**config.mk**
```make
export PLATFORM = sky130hd
export DESIGN_NAME = otg_hpi_master
export DESIGN_NICKNAME = d
export VERILOG_FILES = /design/src/rtl/otg_hpi_pkg.sv /design/src/rtl/otg_hpi_phase_timer.sv /design/src/rtl/otg_hpi_master.sv
export SDC_FILE = /design/constraint.sdc
export NUM_CORES = 1
export LEC_CHECK = 0
export BUFFER_PORTS_ARGS = -buffer_cell sky130_fd_sc_hd__buf_2
export CAP_MARGIN = 20
export CORE_MARGIN = 2
export CORE_UTILIZATION = 30
export DETAILED_ROUTE_END_ITERATION = 6
export PLACE_DENSITY_LB_ADDON = 0.3
export SLEW_MARGIN = 20
export SYNTH_ARGS = -nofsm -noshare
export SYNTH_HDL_FRONTEND = slang
export SYNTH_SLANG_ARGS = --single-unit
```
**constraint.sdc**
```tcl
create_clock -name clk_clk -period 3.6 [get_ports clk_clk]
set_clock_uncertainty 0.1 [all_clocks]
set_input_delay 0.18 -clock clk_clk [delete_from_list [all_inputs] [get_ports clk_clk]]
set_output_delay 0.18 -clock clk_clk [all_outputs]
set_load 0.03 [all_outputs]
```
**src/rtl/otg_hpi_pkg.sv**
```systemverilog
// Shared types and constants for the OTG host-port interface bus master.
// Optional multi-beat read bursts are enabled by defining OTG_HPI_BURST_EN.
package otg_hpi_pkg;

  typedef enum logic [1:0] {
    IDLE   = 2'd0,
    SETUP  = 2'd1,
    STROBE = 2'd2,
    HOLD   = 2'd3
  } hpi_state_e;

  // HPI register-select values placed on otg_hpi_address
  localparam logic [1:0] HPI_DATA    = 2'd0;
  localparam logic [1:0] HPI_MAILBOX = 2'd1;
  localparam logic [1:0] HPI_ADDR    = 2'd2;
  localparam logic [1:0] HPI_STATUS  = 2'd3;

  function automatic int max3(input int a, input int b, input int c);
    int m;
    m = (a > b) ? a : b;
    return (m > c) ? m : c;
  endfunction

endpackage

```
**src/rtl/otg_hpi_phase_timer.sv**
```systemverilog
// Loadable down-counter shared by the SETUP, STROBE and HOLD phases.
// done is high once the count has reached zero, i.e. in the last cycle of a phase.
module otg_hpi_phase_timer #(
  parameter int CNT_W = 2
) (
  input  logic             clk,
  input  logic             rst_n,
  input  logic             load,
  input  logic [CNT_W-1:0] load_val,
  output logic             done
);

  logic [CNT_W-1:0] count_reg;

  always_ff @(posedge clk or negedge rst_n) begin
    if (!rst_n) begin
      count_reg <= '0;
    end else if (load) begin
      count_reg <= load_val;
    end else if (count_reg != '0) begin
      count_reg <= count_reg - 1'b1;
    end
  end

  assign done = (count_reg == '0);

endmodule

```
**src/rtl/otg_hpi_master.sv**
```systemverilog
// HPI bus master: turns single valid/ready requests into timed CS/R/W strobe cycles.
// Define OTG_HPI_BURST_EN to let reads repeat the strobe for req_len beats under one CS.
module otg_hpi_master
  import otg_hpi_pkg::*;
#(
  parameter int DATA_W     = 16,
  parameter int ADDR_W     = 2,
  parameter int SETUP_CYC  = 2,
  parameter int STROBE_CYC = 3,
  parameter int HOLD_CYC   = 1,
  parameter int LEN_W      = 8
) (
  input  logic              clk_clk,
  input  logic              reset_reset_n,
  input  logic              req_valid,
  output logic              req_ready,
  input  logic              req_write,
  input  logic [ADDR_W-1:0] req_addr,
  input  logic [DATA_W-1:0] req_wdata,
  input  logic [LEN_W-1:0]  req_len,
  output logic              rsp_valid,
  output logic [DATA_W-1:0] rsp_rdata,
  output logic              rsp_last,
  output logic              busy,
  output logic [ADDR_W-1:0] otg_hpi_address,
  output logic              otg_hpi_cs_n,
  output logic              otg_hpi_r_n,
  output logic              otg_hpi_w_n,
  output logic [DATA_W-1:0] otg_hpi_data_out,
  output logic              otg_hpi_data_oe,
  input  logic [DATA_W-1:0] otg_hpi_data_in
);

  localparam int CNT_W = $clog2(max3(SETUP_CYC, STROBE_CYC, HOLD_CYC) + 1);
  localparam logic [CNT_W-1:0] SETUP_LOAD  = CNT_W'(SETUP_CYC - 1);
  localparam logic [CNT_W-1:0] STROBE_LOAD = CNT_W'(STROBE_CYC - 1);
  localparam logic [CNT_W-1:0] HOLD_LOAD   = CNT_W'(HOLD_CYC - 1);

  hpi_state_e        state_reg, state_next;
  logic              tmr_load;
  logic [CNT_W-1:0]  tmr_val;
  logic              tmr_done;
  logic              accept;
  logic              more_beats;
  logic              read_capture;

  logic [ADDR_W-1:0] addr_reg;
  logic              write_reg;
  logic [DATA_W-1:0] wdata_reg;
  logic [DATA_W-1:0] rdata_reg;
  logic              rsp_valid_reg;

  otg_hpi_phase_timer #(
    .CNT_W(CNT_W)
  ) u_phase_timer (
    .clk     (clk_clk),
    .rst_n   (reset_reset_n),
    .load    (tmr_load),
    .load_val(tmr_val),
    .done    (tmr_done)
  );

  assign accept       = req_valid && (state_reg == IDLE);
  assign read_capture = (state_reg == STROBE) && tmr_done && !write_reg;

`ifdef OTG_HPI_BURST_EN
  logic [LEN_W-1:0] beats_reg;
  logic             rsp_last_reg;

  assign more_beats = (beats_reg > LEN_W'(1));

  always_ff @(posedge clk_clk or negedge reset_reset_n) begin
    if (!reset_reset_n) begin
      beats_reg    <= '0;
      rsp_last_reg <= 1'b0;
    end else begin
      if (accept) begin
        // Writes are always single-beat; a zero length read means one beat.
        beats_reg <= (req_write || (req_len == '0)) ? LEN_W'(1) : req_len;
      end else if ((state_reg == HOLD) && tmr_done && more_beats) begin
        beats_reg <= beats_reg - 1'b1;
      end
      rsp_last_reg <= read_capture && (beats_reg == LEN_W'(1));
    end
  end

  assign rsp_last = rsp_last_reg;
`else
  logic unused_len;

  assign unused_len = ^req_len;
  assign more_beats = 1'b0;
  assign rsp_last   = rsp_valid_reg;
`endif

  always_ff @(posedge clk_clk or negedge reset_reset_n) begin
    if (!reset_reset_n) begin
      state_reg <= IDLE;
    end else begin
      state_reg <= state_next;
    end
  end

  always_comb begin
    state_next = state_reg;
    tmr_load   = 1'b0;
    tmr_val    = '0;
    case (state_reg)
      IDLE: begin
        if (req_valid) begin
          state_next = SETUP;
          tmr_load   = 1'b1;
          tmr_val    = SETUP_LOAD;
        end
      end
      SETUP: begin
        if (tmr_done) begin
          state_next = STROBE;
          tmr_load   = 1'b1;
          tmr_val    = STROBE_LOAD;
        end
      end
      STROBE: begin
        if (tmr_done) begin
          state_next = HOLD;
          tmr_load   = 1'b1;
          tmr_val    = HOLD_LOAD;
        end
      end
      HOLD: begin
        if (tmr_done) begin
          // Further burst beats skip SETUP: CS and address stay put.
          if (more_beats) begin
            state_next = STROBE;
            tmr_load   = 1'b1;
            tmr_val    = STROBE_LOAD;
          end else begin
            state_next = IDLE;
          end
        end
      end
      default: state_next = IDLE;
    endcase
  end

  always_ff @(posedge clk_clk or negedge reset_reset_n) begin
    if (!reset_reset_n) begin
      addr_reg      <= '0;
      write_reg     <= 1'b0;
      wdata_reg     <= '0;
      rdata_reg     <= '0;
      rsp_valid_reg <= 1'b0;
    end else begin
      if (accept) begin
        addr_reg  <= req_addr;
        write_reg <= req_write;
        wdata_reg <= req_wdata;
      end
      if (read_capture) begin
        rdata_reg <= otg_hpi_data_in;
      end
      rsp_valid_reg <= read_capture;
    end
  end

  // Pin strobes decode straight from the state register so a reset clears them at once.
  always_comb begin
    otg_hpi_cs_n    = (state_reg == IDLE);
    otg_hpi_r_n     = !((state_reg == STROBE) && !write_reg);
    otg_hpi_w_n     = !((state_reg == STROBE) && write_reg);
    otg_hpi_data_oe = write_reg && (state_reg != IDLE);
  end

  assign otg_hpi_address  = addr_reg;
  assign otg_hpi_data_out = wdata_reg;
  assign rsp_valid        = rsp_valid_reg;
  assign rsp_rdata        = rdata_reg;
  assign req_ready        = (state_reg == IDLE);
  assign busy             = !req_ready;

endmodule

```
==> results of run 1 <==
==> worst max-delay path: stages, from the launching register on <==
cell     delay [ps]
dfrtp_1         400
inv_1           160
ha_1            340
nand2_4         250
mux2_4          360
==> cell type report <==
cell class                      instances  area (um^2)  area share
Tap cell                               75         93.8      0.0403
Multi-Input combinational cell         63          716       0.308
Sequential cell                        40         1000       0.430
Clock inverter                          1         8.76     0.00376
Clock buffer                            7         76.3      0.0328
Inverter                                7         26.3      0.0113
Timing Repair Buffer                   80          405       0.174
==> kinds of logic after synthesis <==
group | after synthesis | synth area share
flip-flops | 40 | 0.562
adder cells (fa/ha/maj) | 8 | 0.0562
AO/OA/AOI/OAI | 7 | 0.0288
multiplexers | 37 | 0.273
buffers and inverters | 11 | 0.0358
AND/OR/NAND/NOR | 11 | 0.0436
==> per-layer routing <==
metal	wire length (um)	GRT usage
met4	16	0.0305
met2	1550	0.168
met5	0	0
met3	178	0.0278
met1	1460	0.130
==> through the flow <==
stage	setup slack, ps	cells	cell area (um^2)
floorplan	1770	114	1780
global placement	1910	264	2230
detailed placement	1890	264	2230
CTS	1890	273	2330
global route	1770	273	2330
finish	1880	273	2330
==> synthesized netlist by cell type <==
library cell and n:
dfrtp_1 40, o31ai_1 1, a211oi_1 1, nor2_1 2
o211ai_1 1, nor2b_1 2, nand2b_1 3, mux2i_1 1
mux2_2 16, a22oi_1 2, ha_1 8, nand2_1 2
buf_4 2, a32oi_1 1, a21oi_1 1, nand2_4 1
inv_1 7, buf_6 2, nand3b_4 1, mux2_1 1
mux2_4 19
==> where the power goes <==
| group | internal, uW | switching [uW] | leakage (uW) |
|---|---|---|---|
| logic | 552 | 814 | 0.000732 |
| registers | 681 | 122 | 0.000473 |
| clock network | 138 | 146 | 0.0000424 |
==> how the worst max path moves through the flow <==
| stage | cells past startpoint | start | slack (ps) | end |
|---|---|---|---|---|
| 5_1_grt | 5 | state_reg[0]$_DFFE_PN0P_ | 1770 | state_reg[1]$_DFFE_PN0P_ |
| 6_report | 4 | state_reg[0]$_DFFE_PN0P_ | 1880 | otg_hpi_data_out[10]$_DFFE_PN0P_ |
| 2_1_floorplan | 5 | state_reg[0]$_DFFE_PN0P_ | 1770 | otg_hpi_address[1]$_DFFE_PN0P_ |
| 4_1_cts | 4 | state_reg[0]$_DFFE_PN0P_ | 1890 | rsp_rdata[9]$_DFFE_PN0P_ |
| 3_5_place_dp | 4 | state_reg[0]$_DFFE_PN0P_ | 1890 | otg_hpi_data_out[8]$_DFFE_PN0P_ |
| 3_3_place_gp | 4 | state_reg[0]$_DFFE_PN0P_ | 1910 | rsp_rdata[11]$_DFFE_PN0P_ |
==> repair_timing <==
action | CTS | global route
endpoints found under the hold margin | 40 | 0
hold buffers | 1 | 0
gates resized for setup | 0 | 0
==> results.toml, run 1 <==
[worst_setup_path]
cp-start-kind = "flip-flop"
end_kind = "flip-flop"
worstSetupPathType = "flip-flop to flip-flop"
reg2reg_depth = 4
reg2reg_from = "state_reg[0]$_DFFE_PN0P_"
arrival_ps = 1790
r2r-end = "otg_hpi_data_out[10]$_DFFE_PN0P_"
crit_path_max_fanout = 19
reg2reg_slack_ps = 1880
cp.required_ps = 3670

[power_and_ir_drop]
ir_worst_vdd_mv = 0.383
p_per_area_nw_per_um2 = 1050
p_leak_uw = 0.00125
p_total_uw = 2450

[timing]
final_hold_viol_count = 0
fmax_mhz = 581
tightest_slew_ps = 880
report.final.slew_viol_count = 0
tns_ps = 0
fin_crit_sh = 0.478
slew_headroom = 0.413
period_needed_ps = 1720
grt_setup_unrepaired = "no"
whs_ps = 22.2
setup_viol = 0

[clock_network]
cts-root-buf = "clkbuf_8"
clk_latency_ps = 280
cts_setup_buffers = 0
cts_made_buffers = 5
cts.clk_slew.worst_paths_ps = 80
cts_tree = "built"
cts-htree-levels = 2
cts_buffer_depth = 2
clock_sinks = 40

[floorplan]
die_area_um2 = 6570
io_pins = 88
coreArea_um2 = 5820
die_h_um = 81.0
start_util = 0.306
fp-row-count = 28
fp.dieW_um = 81.0

[outcome]
status = "finished, final reports clean"

[layout]
n_fill_cell = 590
fin_util = 0.400
antenna_cells = 0
drive_gt1_frac = 0.616
finalNetCount = 251
area_delta_synth_final_pct = 30.7
layout_commonest_cell = "buf_2"
layout_common_cells = "79 x buf_2, 40 x dfrtp_1, 19 x mux2_4"

[global_route]
grt_pass1_vias = 1090
gr-total-overflow = 0
grt_max_degree = 41
grt_pass1_wl_mm = 5.12
antenna_found_initial = 0
grt_usage = 0.102

[synthesis]
ys_ff_latch = 40
yosys.area.top_type = "dfrtp_1"
synth_top_area_frac = 0.562
netlist_top_cells_area = "dfrtp_1 56%, mux2_4 16%, mux2_2 10%, ha_1 5.6%, inv_1 1.5%"
netlist_area_um2 = 1780
synth_area_per_cell_um2 = 15.6
syn-instance-count = 114
ys_warn_count = 0
ys_seq_area_frac = 0.562
ys_types = 21
synthesis.nets = 168

[drt]
drt-total-wl_mm = 3.21
drt_iter0_drc = 15
wire_per_inst_um = 11.7
dr.pass1.iters = 4
drc_errors = 0
viasPerCell = 4.15
vias = 1134
antenna_left = 0

[min_path]
min_path_cells = 2
min_to = "otg_hpi_address[1]$_DFFE_PN0P_"
hp-start = "req_addr[1]"
hold_path.class = "input pin to flip-flop"

[run]
drv_cap = 0

[place]
routabilityCongestion = 0.798
dp_hpwl_mm = 2.42
io_buffers = 79
Note: power is estimated with default switching activity, not from simulation.
==> inputs of run 2 (changes only) <==
- clock period: 3.6 -> 1.5 ns (I/O delays scaled with it)
==> results.toml, run 2 (synthesis gave the netlist of run 1 again) <==
[outcome]
status = "complete, but fails checks"
violations = "setup timing"

[place]
io_buffers = 79
dp_hpwl_mm = 2.55
pre_cts_ws_ps = -16.6
dpl_cell_area_um2 = 2350
place_inst = 273
routabilityCongestion = 0.765

[layout]
finalNetCount = 297
drive_gt1_frac = 0.598
antenna_cells = 0
area_delta_synth_final_pct = 63.0
final_cells = 316
regArea_um2 = 1000
fin_util = 0.499
layout_commonest_cell = "buf_2"
layout_common_cells = "74 x buf_2, 39 x dfrtp_1, 36 x dlygate4sd3_1"
fin_area_um2 = 2900
n_fill_cell = 532
multi_input_area_um2 = 790

[clock_network]
cts-htree-levels = 2
cts_buffer_depth = 2
cts_tree = "built"
cts-root-buf = "clkbuf_8"
cts_made_buffers = 5
clock_sinks = 40
clk_latency_ps = 280
cts.clk_slew.worst_paths_ps = 70

[worst_setup_path]
end_kind = "flip-flop"
worstPathCellList = "inv_2 > ha_1 > nand2b_1 > o211ai_1 > mux2_1"
arrival_ps = 1600
cp-start-kind = "flip-flop"
cp.required_ps = 1560
crit_path_max_fanout = 5
critical-path-max-stage-delay_ps = 470
crit_buf_inv = 1
crit_family = "flip-flops"
worstSetupPathType = "flip-flop to flip-flop"
slowest_stage = "dfrtp_2"

[global_route]
antenna_found_initial = 0
grt_usage = 0.131
grt_max_degree = 24
gr-total-overflow = 0
grt_pass1_vias = 1399
grt_pass1_wl_mm = 6.46

[floorplan]
fp.dieW_um = 81.0
coreArea_um2 = 5820
start_util = 0.306
die_h_um = 81.0
fp-row-count = 28
die_area_um2 = 6570
io_pins = 88

[drt]
drc_errors = 0
dr.pass1.iters = 3
antenna_left = 0
wire_per_inst_um = 13.1
drt_iter0_drc = 42
vias = 1363
viasPerCell = 4.31
drt-total-wl_mm = 4.15

[timing]
setup_viol = 9
fmax_mhz = 651
slew_headroom = 0.713
period_needed_ps = 1540
fin_crit_sh = 1.02
grt_setup_unrepaired = "yes"
tightest_slew_ps = 431
setup_slack_ps = -35.7
report.final.slew_viol_count = 0
final_hold_viol_count = 0

[run]
drv_cap = 0

[min_path]
hold_path.class = "input pin to flip-flop"

[power_and_ir_drop]
ir_worst_vdd_mv = 1.01
p_leak_uw = 0.00148
p_per_area_nw_per_um2 = 2240
p_total_uw = 6520
==> run 2: cell count changes in the layout (fill, tap and decap cells not counted), sizes merged <==
cell | before | now
buf | 79 | 89
clkinv | 1 | 0
clkbuf | 7 | 6
dlygate4sd3 | 1 | 36
==> run 2: area by class of cell <==
type | instances | share of cell area
Tap cell | 75 | 0.0323
Sequential cell | 40 | 0.345
Multi-Input combinational cell | 63 | 0.272
Clock buffer | 5 | 0.0237
Timing Repair Buffer | 126 | 0.317
Inverter | 7 | 0.00991
==> run 2: per-layer routing <==
layer	up-vias	wire length (um)	GRT usage	share of wire
met2	33	2320	0.238	0.56
met4	0	81	0.0576	0.020
met1	676	1620	0.146	0.39
met5	-	0	0	0
li1	646	-	-	-
met3	8	132	0.0289	0.032
==> run 2: worst reg2reg max path, stage by stage (launching register included) <==
cell	delay (ps)
dfrtp_2	470
inv_2	110
ha_1	180
nand2b_1	80
o211ai_1	130
mux2_1	340
==> run 2: final timing paths <==
kind / cells past startpoint / endpoint / slack, ps / start
worst max-delay path: 5 / state_reg[1]$_DFFE_PN0P_ / -40 / state_reg[1]$_DFFE_PN0P_
worst min-delay path: 3 / u_phase_timer.count_reg[0]$_DFFE_PN0P_ / 50 / req_valid
worst max register to register: 5 / state_reg[1]$_DFFE_PN0P_ / -40 / state_reg[1]$_DFFE_PN0P_
worst min register to register: 1 / otg_hpi_address[0]$_DFFE_PN0P_ / 400 / otg_hpi_address[0]$_DFFE_PN0P_
max in group asynchronous: 3 / state_reg[1]$_DFFE_PN0P_ / 650 / reset_reset_n
min in group asynchronous: 2 / otg_hpi_address[0]$_DFFE_PN0P_ / 170 / reset_reset_n
==> run 2: per-stage QoR <==
| step | hold slack (ps) | TNS [ps] |
|---|---|---|
| floorplan | -321 | -224 |
| CTS | 36.7 | -235 |
| global route | 54.0 | -1110 |
| global placement | -51.3 | 0 |
| finish | 46.4 | -89.5 |
| detailed placement | -47.5 | -16.6 |
==> run 2: power by group <==
| group | switching (uW) | leakage, uW | internal, uW |
|---|---|---|---|
| Combinational | 2140 | 0.000971 | 1800 |
| Sequential | 312 | 0.000472 | 1640 |
| Clock | 334 | 0.0000359 | 300 |
| Total | 2780 | 0.00148 | 3730 |
==> run 2: what timing repair did <==
action | in CTS | in global routing
pin swaps | 1 | 2
buffers inserted | 0 | 1
setup endpoints to repair | 13 | 33
gates cloned | 0 | 1
gates resized for setup | 4 | 24
hold buffers | 36 | 0
hold endpoints to repair | 75 | 0
==> inputs of run 3 (changes only) <==
- TNS_END_PERCENT: not set -> 50
==> results.toml, run 3 (synthesis gave the netlist of run 1 again) <==
[floorplan]
die_h_um = 81.0
start_util = 0.306
fp-row-count = 28
die_area_um2 = 6570
coreArea_um2 = 5820
fp.dieW_um = 81.0
io_pins = 88

[place]
place_inst = 273
pre_cts_ws_ps = -16.6
dp_hpwl_mm = 2.55
io_buffers = 79
routabilityCongestion = 0.765

[layout]
drive_gt1_frac = 0.598
layout_common_cells = "73 x buf_2, 39 x dfrtp_1, 36 x dlygate4sd3_1"
regArea_um2 = 1000
finalNetCount = 297
fin_util = 0.499
final_cells = 316
n_fill_cell = 533
layout_commonest_cell = "buf_2"
antenna_cells = 0
area_delta_synth_final_pct = 63.0
multi_input_area_um2 = 786

[outcome]
status = "complete, but fails checks"
violations = "setup timing"

[power_and_ir_drop]
power_frac_clock = 0.097
p_sw_uw = 2780
p_leak_uw = 0.00147
p_per_area_nw_per_um2 = 2240
p_total_uw = 6510
internal_power_uw = 3730
power_frac_comb = 0.603
ir_worst_vdd_mv = 0.980
swShare = 0.427
seqPwrFrac = 0.299

[worst_setup_path]
arrival_ps = 1360
critical-path-max-stage-delay_ps = 450
worstSetupPathType = "flip-flop to output port"
slowest_stage = "dfrtp_2"
crit_path_max_fanout = 5
cp-start-kind = "flip-flop"
cp.required_ps = 1320
crit_top_cell = "buf_6"
end_kind = "output port"
worstPathCellList = "inv_2 > ha_4 > buf_6 > nor2b_2 > buf_6"

[timing]
fmax_mhz = 652
setup_slack_ps = -33.8
slew_headroom = 0.713
period_needed_ps = 1530
setup_viol = 9
fin_crit_sh = 1.02
final_hold_viol_count = 0
grt_setup_unrepaired = "yes"
report.final.slew_viol_count = 0
whs_ps = 46.9
tightest_slew_ps = 431

[drt]
drc_errors = 0
drt-total-wl_mm = 4.14
antenna_left = 0
vias = 1356
drt_iter0_drc = 44
viasPerCell = 4.29
wire_per_inst_um = 13.1
dr.pass1.iters = 3

[clock_network]
cts-root-buf = "clkbuf_8"
clk_latency_ps = 280
cts_buffer_depth = 2
cts-htree-levels = 2
cts.clk_slew.worst_paths_ps = 70
cts_made_buffers = 5
clock_sinks = 40
cts_tree = "built"

[global_route]
grt_max_degree = 24
grt_pass1_vias = 1399
grt_pass1_wl_mm = 6.46
gr-total-overflow = 0
grt_usage = 0.131
antenna_found_initial = 0

[min_path]
hold_path.class = "input pin to flip-flop"

[run]
drv_cap = 0
-- run 3: cell counts in the layout (fill, tap and decap cells not counted) --
Identical to the previous run, type by type.
-- run 3: path summary, 6_finish.rpt --
kind / from / end / slack, ps / cells past startpoint
min in group asynchronous: reset_reset_n / otg_hpi_address[0]$_DFFE_PN0P_ / 170 / 2
setup / recovery: state_reg[1]$_DFFE_PN0P_ / otg_hpi_data_oe / -30 / 5
hold / removal: req_valid / u_phase_timer.count_reg[0]$_DFFE_PN0P_ / 50 / 3
hold reg to reg: otg_hpi_address[0]$_DFFE_PN0P_ / otg_hpi_address[0]$_DFFE_PN0P_ / 400 / 1
max in group asynchronous: reset_reset_n / state_reg[1]$_DFFE_PN0P_ / 650 / 3
setup reg to reg: state_reg[1]$_DFFE_PN0P_ / state_reg[1]$_DFFE_PN0P_ / -30 / 5
-- run 3: layer usage --
metal / up-vias / GRT usage / wire (um)
met1: 673 / 0.146 / 1620
met4: 0 / 0.0576 / 68
met3: 6 / 0.0289 / 121
met2: 31 / 0.238 / 2330
met5: - / 0 / 0
li1: 646 / - / -
-- run 3: through the flow --
stage	instance area, um^2	TNS [ps]
finish	2900	-82.7
global route	2900	-1150
floorplan	1810	-224
CTS	2790	-235
global placement	2350	0
detailed placement	2350	-16.6
-- run 3: power by group through the flow --
stage          Sequential (uW)  Clock (uW)  Combinational (uW)
6_report                  1950         634                3930
5_1_grt                   2040         703                4170
4_1_cts                   1910         668                3690
3_5_place_dp              1920           0                3580
3_3_place_gp              1920           0                3550
2_1_floorplan             2890           0                1630
-- run 3: area by class of cell --
type | instances | share of cell area
Sequential cell | 40 | 0.345
Clock buffer | 5 | 0.0237
Inverter | 7 | 0.00992
Timing Repair Buffer | 126 | 0.318
Tap cell | 75 | 0.0323
Multi-Input combinational cell | 63 | 0.271
-- run 3: repair_timing --
action / 4_1_cts / 5_1_grt
gates cloned: 0 / 1
resized for setup: 4 / 25
pin swaps: 1 / 1
setup endpoints to repair: 13 / 33
endpoints found under the hold margin: 75 / 0
buffers inserted: 0 / 1
hold buffers: 36 / 0
-- run 3: critical path: cells and delay by family, from the launching register on --
family        cells  cell delay [ps]
fa+ha+maj         1              190
simple gates      1              110
flops             1              450
buf+inv           3              330
